## src/rtl/sar_scan_ctrl.sv

```systemverilog
// Multi-channel successive-approximation controller: scans the enabled mux inputs,
// runs a WIDTH-bit binary search per channel against an external DAC/comparator.
module sar_scan_ctrl #(
  parameter int WIDTH         = 8,
  parameter int CHANNELS      = 4,
  parameter int SAMPLE_CYCLES = 2,
  parameter int SETTLE_CYCLES = 1,
  localparam int CH_W = (CHANNELS > 1) ? $clog2(CHANNELS) : 1
) (
  input  logic                clk,
  input  logic                rst_n,
  input  logic                start_i,
  input  logic                continuous_i,
  input  logic                abort_i,
  input  logic [CHANNELS-1:0] ch_mask_i,
  input  logic                cmp_i,
  output logic [WIDTH-1:0]    dac_code_o,
  output logic [CH_W-1:0]     ch_sel_o,
  output logic                sample_o,
  output logic                busy_o,
  output logic                valid_o,
  output logic [WIDTH-1:0]    data_o,
  output logic [CH_W-1:0]     data_ch_o,
  output logic [1:0]          dbg_state_o
);

  localparam int CNT_MAX = (SAMPLE_CYCLES > SETTLE_CYCLES) ? SAMPLE_CYCLES : SETTLE_CYCLES;
  localparam int CNT_W   = $clog2(CNT_MAX + 1);
  localparam int BIT_W   = $clog2(WIDTH);

  typedef enum logic [1:0] {IDLE = 2'd0, SAMPLE = 2'd1, CONVERT = 2'd2, DONE = 2'd3} state_t;

  state_t              state_q, state_d;
  logic [CHANNELS-1:0] mask_q, mask_d;
  logic [CH_W-1:0]     ch_q, ch_d, data_ch_q, data_ch_d;
  logic [BIT_W-1:0]    bit_q, bit_d;
  logic [CNT_W-1:0]    cnt_q, cnt_d;
  logic [WIDTH-1:0]    code_q, code_d, data_q, data_d, trial;
  logic                new_found, nxt_found, go_sample;
  logic [CH_W-1:0]     new_ch, nxt_ch;

  // Lowest enabled channel of the live mask, and next higher channel of the latched mask.
  always_comb begin
    new_found = 1'b0;
    new_ch    = '0;
    nxt_found = 1'b0;
    nxt_ch    = '0;
    for (int i = 0; i < CHANNELS; i++) begin
      if (!new_found && ch_mask_i[i]) begin
        new_found = 1'b1;
        new_ch    = CH_W'(i);
      end
      if (!nxt_found && mask_q[i] && (i > int'(ch_q))) begin
        nxt_found = 1'b1;
        nxt_ch    = CH_W'(i);
      end
    end
  end

  // start_i is a level request sampled on posedge; it is only acted on in IDLE with a
  // nonzero mask, and abort_i overrides it and every other transition.
  always_comb begin
    state_d   = state_q;
    mask_d    = mask_q;
    ch_d      = ch_q;
    bit_d     = bit_q;
    cnt_d     = cnt_q;
    code_d    = code_q;
    data_d    = data_q;
    data_ch_d = data_ch_q;
    go_sample = 1'b0;
    trial     = code_q | (WIDTH'(1) << bit_q);
    case (state_q)
      IDLE: begin
        if (start_i && new_found) begin
          mask_d    = ch_mask_i;
          ch_d      = new_ch;
          go_sample = 1'b1;
        end
      end
      SAMPLE: begin
        if (cnt_q == '0) begin
          state_d = CONVERT;
          bit_d   = BIT_W'(WIDTH - 1);
          cnt_d   = CNT_W'(SETTLE_CYCLES - 1);
          code_d  = '0;
        end else begin
          cnt_d = cnt_q - 1'b1;
        end
      end
      CONVERT: begin
        if (cnt_q == '0) begin
          code_d = cmp_i ? trial : code_q;
          cnt_d  = CNT_W'(SETTLE_CYCLES - 1);
          if (bit_q == '0) begin
            state_d   = DONE;
            data_d    = cmp_i ? trial : code_q;
            data_ch_d = ch_q;
          end else begin
            bit_d = bit_q - 1'b1;
          end
        end else begin
          cnt_d = cnt_q - 1'b1;
        end
      end
      DONE: begin
        state_d = IDLE;
        if (nxt_found) begin
          ch_d      = nxt_ch;
          go_sample = 1'b1;
        end else if (continuous_i) begin
          mask_d = ch_mask_i;
          if (new_found) begin
            ch_d      = new_ch;
            go_sample = 1'b1;
          end
        end
      end
      default: state_d = IDLE;
    endcase
    if (go_sample) begin
      state_d = SAMPLE;
      cnt_d   = CNT_W'(SAMPLE_CYCLES - 1);
      bit_d   = BIT_W'(WIDTH - 1);
      code_d  = '0;
    end
    if (abort_i) begin
      state_d   = IDLE;
      data_d    = data_q;
      data_ch_d = data_ch_q;
    end
  end

  always_ff @(posedge clk) begin
    if (!rst_n) begin
      state_q   <= IDLE;
      mask_q    <= '0;
      ch_q      <= '0;
      bit_q     <= BIT_W'(WIDTH - 1);
      cnt_q     <= '0;
      code_q    <= '0;
      data_q    <= '0;
      data_ch_q <= '0;
    end else begin
      state_q   <= state_d;
      mask_q    <= mask_d;
      ch_q      <= ch_d;
      bit_q     <= bit_d;
      cnt_q     <= cnt_d;
      code_q    <= code_d;
      data_q    <= data_d;
      data_ch_q <= data_ch_d;
    end
  end

  always_comb begin
    case (state_q)
      CONVERT: dac_code_o = trial;
      DONE:    dac_code_o = code_q;
      default: dac_code_o = '0;
    endcase
  end

  assign ch_sel_o    = ch_q;
  assign sample_o    = (state_q == SAMPLE);
  assign busy_o      = (state_q != IDLE);
  assign valid_o     = (state_q == DONE);
  assign data_o      = data_q;
  assign data_ch_o   = data_ch_q;
  assign dbg_state_o = state_q;

endmodule

```

## config.mk

```make
export PLATFORM = sky130hd
export DESIGN_NAME = sar_scan_ctrl
export DESIGN_NICKNAME = d
export VERILOG_FILES = /design/src/rtl/sar_scan_ctrl.sv
export SDC_FILE = /design/constraint.sdc
export NUM_CORES = 1
export LEC_CHECK = 0
export ABC_AREA = 1
export CORE_ASPECT_RATIO = 1.75
export CORE_MARGIN = 5
export CORE_UTILIZATION = 46
export DETAILED_ROUTE_END_ITERATION = 10
export PLACE_DENSITY_LB_ADDON = 0.2
export SLEW_MARGIN = 20
export SYNTH_ARGS = -nofsm -noshare
export SYNTH_HDL_FRONTEND = slang
export SYNTH_SLANG_ARGS = --single-unit
```

## constraint.sdc

```tcl
create_clock -name clk -period 1.6 [get_ports clk]
set_clock_uncertainty 0.05 [all_clocks]
set_input_delay 0.16 -clock clk [delete_from_list [all_inputs] [get_ports clk]]
set_output_delay 0.16 -clock clk [all_outputs]
set_load 0.02 [all_outputs]
```

==> results.ini <==
[worst_setup_path]
path_class=flop to flop
crit_path_end_kind=flop
r2r_slack_ns=-0.04
max_stage_delay_ns=0.38
rr_endpoint=data_o[0]$_SDFFE_PN0P_
worstReg2RegStart=dbg_state_o[1]$_SDFFE_PP0P_
start_kind=flop
path_cells=ha_4 > buf_12 > inv_6 > nor2_4 > buf_6 > nand2_4 > nor2_4 > buf_12 > o21ai_2 > a31oi_2
crit_required_ns=1.76
worstPathArrival_ns=1.81
critPathMaxFanout=7
crit_slowest_cell=dfxtp_4
reg2regPathDepth=10

[synthesis]
yosysTopAreaCellShare_pct=34.83
synth-compound-area-share_pct=18.65
yosysUniqueCellTypes=28
synth-xor-area-share_pct=0
synth_top_family_by_area=simple AND/OR/NAND/NOR gates
synthSimpleGateAreaFrac_pct=28.23
ys_ff_latch=30
ys.flop_type=dfxtp_1
synth_edf_count=0
avgSynthCellArea_um2=7.037
ys_warn_count=0
yosys-mux-area-fraction_pct=0
synth_nets=267
async_flop_share_pct=0
synth_area_um2=1724
ys_seq_area_share_pct=34.83
synthCells=245
synth-adder-area-share_pct=8.708
ys_top_cells_by_area=dfxtp_1, ha_1, nand2_1, nand3_1, nor2_1
synth.largest_area_cell=dfxtp_1

[detailed_routing]
via_count=1904
vias_per_cell=5.231
wirelength_mm=5.304
drt_iter0_markers=52
wl_per_cell_um=14.57
drtPass1Iterations=4
drc=0
drtAntennaViolNets=0

[grt]
grt-ovfl-total=0
track_usage_pct=20.55
grt_pass1_wl_mm=8.424
grt_max_degree=11
grt_pass1_vias=1867
antenna_found_initial=0

[final_layout]
most-common-layout-cells=nand2_1, buf_4, dfxtp_1
n_antenna_cell=0
drive_above_1_share_pct=37.42
layout_commonest_cell=nand2_1
nets=339
area_growth_pct=58.78
fin_util_pct=75.45
design_area_um2=2738

[power_and_ir_drop]
p_leak_nw=1.157
clkPwrFrac_pct=35.2
pwr-share-comb_pct=21.4
p_int_mw=1.287
sw_frac_of_total_pct=29.35
switchingPower_mw=0.5349
power_density_nw_per_um2=665.6
p_total_mw=1.822
power.share.sequential_pct=43.4
ir_worst_vdd_mv=1.093

[timing]
final_max_slew_viol_count=0
worstMarginPinSlew_ns=0.3513
setup_slack_ns=-0.04352
fmax_mhz=608.5
slew_headroom_pct=76.51
rsz0062_at_grt=true
finalSetupTns_ns=-0.4401
hold_viol_final=0
period_needed_ns=1.644
finalSetupViolations=18
period_share_pct=102.7

[placement]
dp_hpwl_mm=3.652
post-place-ws_ns=-0.2255
gp_congestion=0.9063
placed_area_um2=2396
io_buffers=34

[hold_path]
min_from=mask_q[2]$_SDFFE_PN0P_
hold_end=mask_q[2]$_SDFFE_PN0P_
hp-class=flop to flop
worstHoldPathCells=2

[clock_tree]
cts_tree=yes
cts.clk_slew.worst_paths_ns=0.07
ctsRootBufferMaster=clkbuf_8
cts_made_buffers=5
clk_latency_ns=0.28
htree_levels=2
cts_num_sinks=30
clk_path_buf_depth=2

[flow_run]
max_cap_violations=0

[floorplanning]
io_pins=35
die_w_um=56.28
initial_core_util_pct=47.52
core_area_um2=3628
rows=29
die_area_um2=5121
die_h_um=90.99

[status]
status=finished with violations
violations=setup timing

synthesized netlist by cell type, types with 2 or more instances:
master	count
ha_1	12
inv_1	27
clkbuf_1	4
nand2_1	40
nand3b_1	3
nor2_4	2
buf_6	3
nand2_2	4
a21oi_1	16
a21oi_2	2
nand3_1	23
o21ai_0	20
dfxtp_1	30
or2_2	2
o21ai_1	10
nor2_1	28
a31oi_1	8
sequential cells by signal (all words and copies together) (netlist names):
signal / count
mask_q: 3
cnt_q: 2
ch_sel_o: 2
dbg_state_o: 2
code_q: 8
bit_q: 3
data_ch_o: 2
data_o: 8
worst max path at each step:
stage / from / endpoint / slack [ns]
after detailed placement: dbg_state_o[0]$_SDFFE_PP0P_ / dac_code_o[0] / -0.23
after CTS: dbg_state_o[1]$_SDFFE_PP0P_ / data_o[1]$_SDFFE_PN0P_ / -0.08
after global routing: dbg_state_o[0]$_SDFFE_PP0P_ / data_o[3]$_SDFFE_PN0P_ / -0.13
final: dbg_state_o[1]$_SDFFE_PP0P_ / data_o[0]$_SDFFE_PN0P_ / -0.04
after global placement: bit_q[0]$_SDFFE_PP1P_ / dac_code_o[6] / -0.21
after floorplan: dbg_state_o[0]$_SDFFE_PP0P_ / bit_q[1]$_SDFFE_PP1P_ / 0.0005
per-layer routing:
| metal | vias to the layer above | share of wire (%) | global-route usage, % |
|---|---|---|---|
| li1 | 947 | - | - |
| met1 | 892 | 35 | 20.30 |
| met2 | 50 | 58 | 39.26 |
| met3 | 15 | 3.5 | 3.404 |
| met4 | 0 | 3.5 | 11.09 |
| met5 | - | 0 | 0 |
metrics by stage:
| stage | hold slack (ns) | instances |
|---|---|---|
| after floorplan | 0.2418 | 245 |
| after global placement | 0.4208 | 350 |
| after detailed placement | 0.4423 | 350 |
| after CTS | 0.4542 | 364 |
| after global routing | 0.4843 | 364 |
| final | 0.4523 | 364 |
critical path: cells and delay by family, from the launching register on:
family                   cells  cell delay (ns)
buffers and inverters        4             0.45
flip-flops                   1             0.38
AO/OA/AOI/OAI                2             0.20
adder cells (fa/ha/maj)      1             0.17
AND/OR/NAND/NOR              3             0.31
final cells by class:
type / instances / area, um2
clock inverters: 2 / 12.51
inverters: 29 / 116.4
fillers: 274 / 890.9
clock buffers: 6 / 82.58
multi-input cells: 178 / 1162
repair buffers: 73 / 699.4
flip-flops and latches: 30 / 606.8
well taps: 46 / 57.56
kinds of logic (layout without fill, tap and decap cells):
| group | after synthesis | after routing |
|---|---|---|
| adders and majority gates | 12 | 12 |
| DFF | 30 | 30 |
| AOI/OAI and AO/OA | 59 | 59 |
| and+or+nand+nor | 107 | 107 |
| buffers and inverters | 37 | 110 |
repair_timing:
item,4_1_cts,5_1_grt
pin swaps,12,6
setup buffers,4,2
endpoints found under the hold margin,0,0
gates resized for setup,77,38
hold buffers,0,0
gates cloned,2,0
setup endpoints to repair,27,40
power by group through the flow:
stage	logic (mW)	clock network, mW	registers [mW]
6_report	0.391	0.641	0.791
5_1_grt	0.425	0.681	0.795
4_1_cts	0.365	0.646	0.789
3_5_place_dp	0.340	0	0.806
3_3_place_gp	0.336	0	0.805
2_1_floorplan	0.183	0	0.813
No activity file was read; power rests on OpenSTA's default activity.
==> patch 1, RTL diff (config.mk and constraints unchanged) <==
Take the reset off `data_q` and load it in a clocked block of its own.
--- a/src/rtl/sar_scan_ctrl.sv
+++ b/src/rtl/sar_scan_ctrl.sv
@@ -140,5 +140,4 @@
       cnt_q     <= '0;
       code_q    <= '0;
-      data_q    <= '0;
       data_ch_q <= '0;
     end else begin
@@ -149,7 +148,10 @@
       cnt_q     <= cnt_d;
       code_q    <= code_d;
-      data_q    <= data_d;
       data_ch_q <= data_ch_d;
     end
+  end
+
+  always_ff @(posedge clk) begin
+    data_q <= data_d;
   end
 
Check against the original RTL: same outputs for any inputs over 10 cycles, from zero or initial values and one cycle with rst_n low; that may be too few to reach the edited logic, so the function may still have changed.
==> patch 1 against the original RTL <==
The run still ends with setup timing left; utilization down 4.4 points; power down 2.5%; first-iteration DRC count down 17%; cell area down 5.9%; sequential cell count unchanged; area after synthesis up 0.94%; routed wire length down 18%; setup slack better by 0.043 ns; count of clock-buffer cells in the layout down 1; worst hold slack worse by 0.025 ns; sequential power up 3.7%; largest power group unchanged.
==> patch 1: results (changes against the original RTL) <==
[outcome]
outcome=finished with violations  ; unchanged
violations=setup timing  ; unchanged

[sta]
setup_viol=1  ; was 18
hold_slack_ns=0.428  ; was 0.452 ns
fin_ws_ns=-0.000883  ; was -0.0435 ns
tns_ns=-0.000883  ; was -0.440 ns
tightest_slew_ns=0.317  ; was 0.351 ns

[synthesis]
synth_cell_types=25  ; was 28
ys_seq_area_share_pct=39.1  ; was 34.8%
synth_fp_nets=253  ; was 267
synth_edf_count=8  ; was 0
synth_area_leaders=dfxtp_1 (25%), edfxtp_1 (14%), ha_1 (8.6%)  ; was dfxtp_1 (35%), ha_1 (8.7%), nand2_1 (8.7%)
synth_area_per_cell_um2=7.53  ; was 7.04 um2

[pwr]
p_per_area_nw_per_um2=689  ; was 666 nW/um2
p_sw_uw=526  ; was 535 uW
p_leak_uw=0.00110  ; was 0.00116 uW
combPwrFrac_pct=20.3  ; was 21.4%

[grt]
grt_max_degree=13  ; was 11
grt_first_pass_wirelength_um=7320  ; was 8420 um
grt_use_total_pct=17.8  ; was 20.5%

[route]
wl_per_cell_um=12.5  ; was 14.6 um
routed_wl_um=4350  ; was 5300 um
num_vias=1782  ; was 1904
drt_iter0_drc=43  ; was 52

[finish]
buffers=68  ; was 73
bufAreaShareNonClock_pct=23.3  ; was 25.5%
inv_count=31  ; was 29
seq_cells=30  ; unchanged
num-multi-input-gates=166  ; was 178
regArea_um2=684  ; was 607 um2
multi_input_area_share_pct=39.8  ; was 42.5%
fin_nets=324  ; was 339
n_clock_buffer=5  ; was 6
area_delta_synth_final_pct=48.1  ; was 58.8%
fillers=316  ; was 274
clkCellAreaFrac_pct=3.30  ; was 3.47%
multi_input_area_um2=1030  ; was 1160 um2
fin_util_pct=71.0  ; was 75.4%

[setup_path]
setup.worst_path.end=dac_code_o[5]  ; was data_o[0]
timing.rr.end=code_q[0]  ; was data_o[0]
worst_r2r_path_depth=9  ; was 10
r2r_slack_ns=0.08  ; was -0.04 ns
crit_slowest_cell=dfxtp_2  ; was dfxtp_4
cpPeakStageDelay_ns=0.34  ; was 0.38 ns
worstPathArrival_ns=1.39  ; was 1.81 ns
crit_type=flop to output pin  ; was flop to flop
critPathMaxFanout=5  ; was 7

[placement]
gp_congestion=0.828  ; was 0.906
place_inst=337  ; was 350
place_ws_ns=-0.287  ; was -0.226 ns
place_area_um2=2370  ; was 2400 um2

[min_path]
min_from=rst_n  ; was mask_q[2]
whs_endpoint=cnt_q[0]  ; was mask_q[2]

[patch 1: cell count changes in the layout (fill, tap and decap cells not counted), sizes merged, moves of 4 or more]
cell | before | now
a31oi | 8 | 0
buf | 47 | 43
dfxtp | 30 | 22
edfxtp | 0 | 8
nand2 | 44 | 48
o21ai | 31 | 27
[patch 1: layer usage]
metal	global-route usage [%]	wire length [um]	share of wire [%]
met4	13.3	119	2.7
met5	0	0	0
met1	16.1	1520	35
met3	3.69	200	4.6
met2	33.1	2510	58
[patch 1: what timing repair did]
action	CTS	global route
gates resized for setup	53	39
setup buffers	2	2
pin swaps	2	6
setup endpoints to repair	26	40
[patch 1: logic make-up (layout without fill, tap and decap cells)]
| group | count (synthesis) | count (layout) | share of synthesized area (%) |
|---|---|---|---|
| AND/OR/NAND/NOR | 109 | 109 | 30.8 |
| AO/OA/AOI/OAI | 45 | 45 | 13.3 |
| adder cells (fa/ha/maj) | 12 | 12 | 8.63 |
| flip-flops | 30 | 30 | 39.1 |
| buffers and inverters | 35 | 107 | 8.20 |
==> patch 2, RTL diff (same flow settings) <==
Made on the original files. The parameter `CHANNELS` goes from 4 to 8.
--- a/src/rtl/sar_scan_ctrl.sv
+++ b/src/rtl/sar_scan_ctrl.sv
@@ -3,5 +3,5 @@
 module sar_scan_ctrl #(
   parameter int WIDTH         = 8,
-  parameter int CHANNELS      = 4,
+  parameter int CHANNELS      = 8,
   parameter int SAMPLE_CYCLES = 2,
   parameter int SETTLE_CYCLES = 1,
Interface: changed (resized ch_mask_i, ch_sel_o and data_ch_o); port bits go from 35 to 41. No check against the original RTL was run, so the function may have changed too.
==> patch 2 against the original RTL <==
The run still ends with setup timing left; setup slack got worse by 0.046 ns; sequential share of layout area down 1.6 points; area after synthesis grew 27%; cell area grew 33%; sequential cell count increased by 6; utilization rose by 2.3 points; power is 27% higher; routed wire length is 47% higher; critical endpoint is now bit_q[1].
==> patch 2: results (changes against the original RTL) <==
[synthesis]
synth_cell_types=32  ; was 28
yosys.area_share.adder_pct=6.86  ; was 8.71%
synth_fp_nets=337  ; was 267
synth_area_per_cell_um2=7.03  ; was 7.04 um2
synth_area_leaders=dfxtp_1 (33%), nand2_1 (9.6%), inv_1 (7.6%)  ; was dfxtp_1 (35%), ha_1 (8.7%), nand2_1 (8.7%)
synth_compound_area_share_pct=18.8  ; was 18.7%
ys_seq_area_share_pct=33.0  ; was 34.8%
synth-xor-area-share_pct=0.400  ; was 0%
yosys-top-cells-count=nand2_1 (56), inv_1 (44), dfxtp_1 (36), nand3_1 (29), o21ai_0 (27)  ; was nand2_1 (40), dfxtp_1 (30), nor2_1 (28), inv_1 (27), nand3_1 (23)

[route]
drt_iter0_drc=114  ; was 52
vias_per_cell=5.36  ; was 5.23
wl_per_cell_um=16.4  ; was 14.6 um
routed_wl_um=7780  ; was 5300 um

[sta]
tns_ns=-1.51  ; was -0.440 ns
fin_ws_ns=-0.0890  ; was -0.0435 ns
hold_slack_ns=0.236  ; was 0.452 ns
slew_headroom_pct=73.3  ; was 76.5%
setup_viol=35  ; was 18

[finish]
final_layout_size_suffix_gt1_share_pct=41.6  ; was 37.4%
fin_nets=446  ; was 339

[clock_network]
cts_root_buffer=clkbuf_8  ; unchanged
cts_max_level=2  ; unchanged

[setup_path]
cpPeakStageDelay_ns=0.37
critPathMaxFanout=5  ; was 7
cp_top_family=buffers and inverters  ; unchanged
timing.rr.end=bit_q[1]  ; was data_o[0]
reg2reg_from=dbg_state_o[0]  ; was dbg_state_o[1]
worst_r2r_path_depth=11  ; was 10

[pwr]
peakVddDrop_mv=0.742  ; was 1.09 mV
p_leak_uw=0.00167  ; was 0.00116 uW
p_sw_uw=727  ; was 535 uW
p_per_area_nw_per_um2=639  ; was 666 nW/um2
pg_seq_uw=960  ; was 791 uW
combPwrFrac_pct=26.3  ; was 21.4%

[min_path]
min_from=ch_mask_i[2]  ; was mask_q[2]
whs_path_depth=4  ; was 2
worstHoldPathType=input pin to flop  ; was flop to flop

[outcome]
outcome=finished with violations  ; unchanged
violations=setup timing  ; unchanged

[placement]
gp_congestion=0.922  ; was 0.906
place_ws_ns=-0.348  ; was -0.226 ns
portBuffers=40  ; was 34
dpl.hpwl_um=4850  ; was 3650 um
place_area_um2=3110  ; was 2400 um2

[grt]
grt_first_pass_wirelength_um=11600  ; was 8420 um
grt_max_degree=24  ; was 11
grt_pass1_vias=2568  ; was 1867
grt_use_total_pct=23.1  ; was 20.5%

patch 2: area by class of cell:
cell class,count,area (um2)
Multi-Input combinational cell,222,1520
Tap cell,52,65.1
Timing Repair Buffer,108,1000
Sequential cell,36,744
Clock buffer,6,93.8
Inverter,47,193
Clock inverter,2,12.5
Fill cell,339,1040
patch 2: layer usage:
| layer | vias to the layer above | global-route usage, % | routed length [um] |
|---|---|---|---|
| li1 | 1240 | - | - |
| met1 | 1180 | 21.8 | 2770 |
| met2 | 92 | 43.6 | 4320 |
| met3 | 25 | 4.00 | 338 |
| met4 | 0 | 16.7 | 352 |
| met5 | - | 0 | 0 |
patch 2: kinds of logic (layout without fill, tap and decap cells):
kind of cell,after synthesis,after routing
AND/OR/NAND/NOR,134,136
adder cells (fa/ha/maj),12,12
buffers and inverters,55,163
AO/OA/AOI/OAI,73,73
flip-flops,36,36
XOR/XNOR,1,1
patch 2: how the worst max path moves through the flow:
stage,startpoint,end,slack [ns],cells after the start
finish,dbg_state_o[0],bit_q[1],-0.09,11
global route,dbg_state_o[0],bit_q[1],-0.22,11
CTS,dbg_state_o[0],dac_code_o[7],-0.04,6
detailed placement,dbg_state_o[0],dac_code_o[7],-0.35,5
global placement,dbg_state_o[0],dac_code_o[6],-0.31,5
floorplan,dbg_state_o[1],mask_q[1],-0.04,7
patch 2: tightest hold or removal path: stages:
cell and delay (ns):
dlymetal6s2s_1 0.12, buf_4 0.13, o21ai_2 0.05, a21oi_2 0.08
patch 2: timing repair:
item                                    in CTS  in global routing
endpoints found under the setup margin      50                 46
gates resized for setup                     96                 57
gates cloned                                 2                  1
setup buffers                                9                  3
pin swaps                                   13                 20
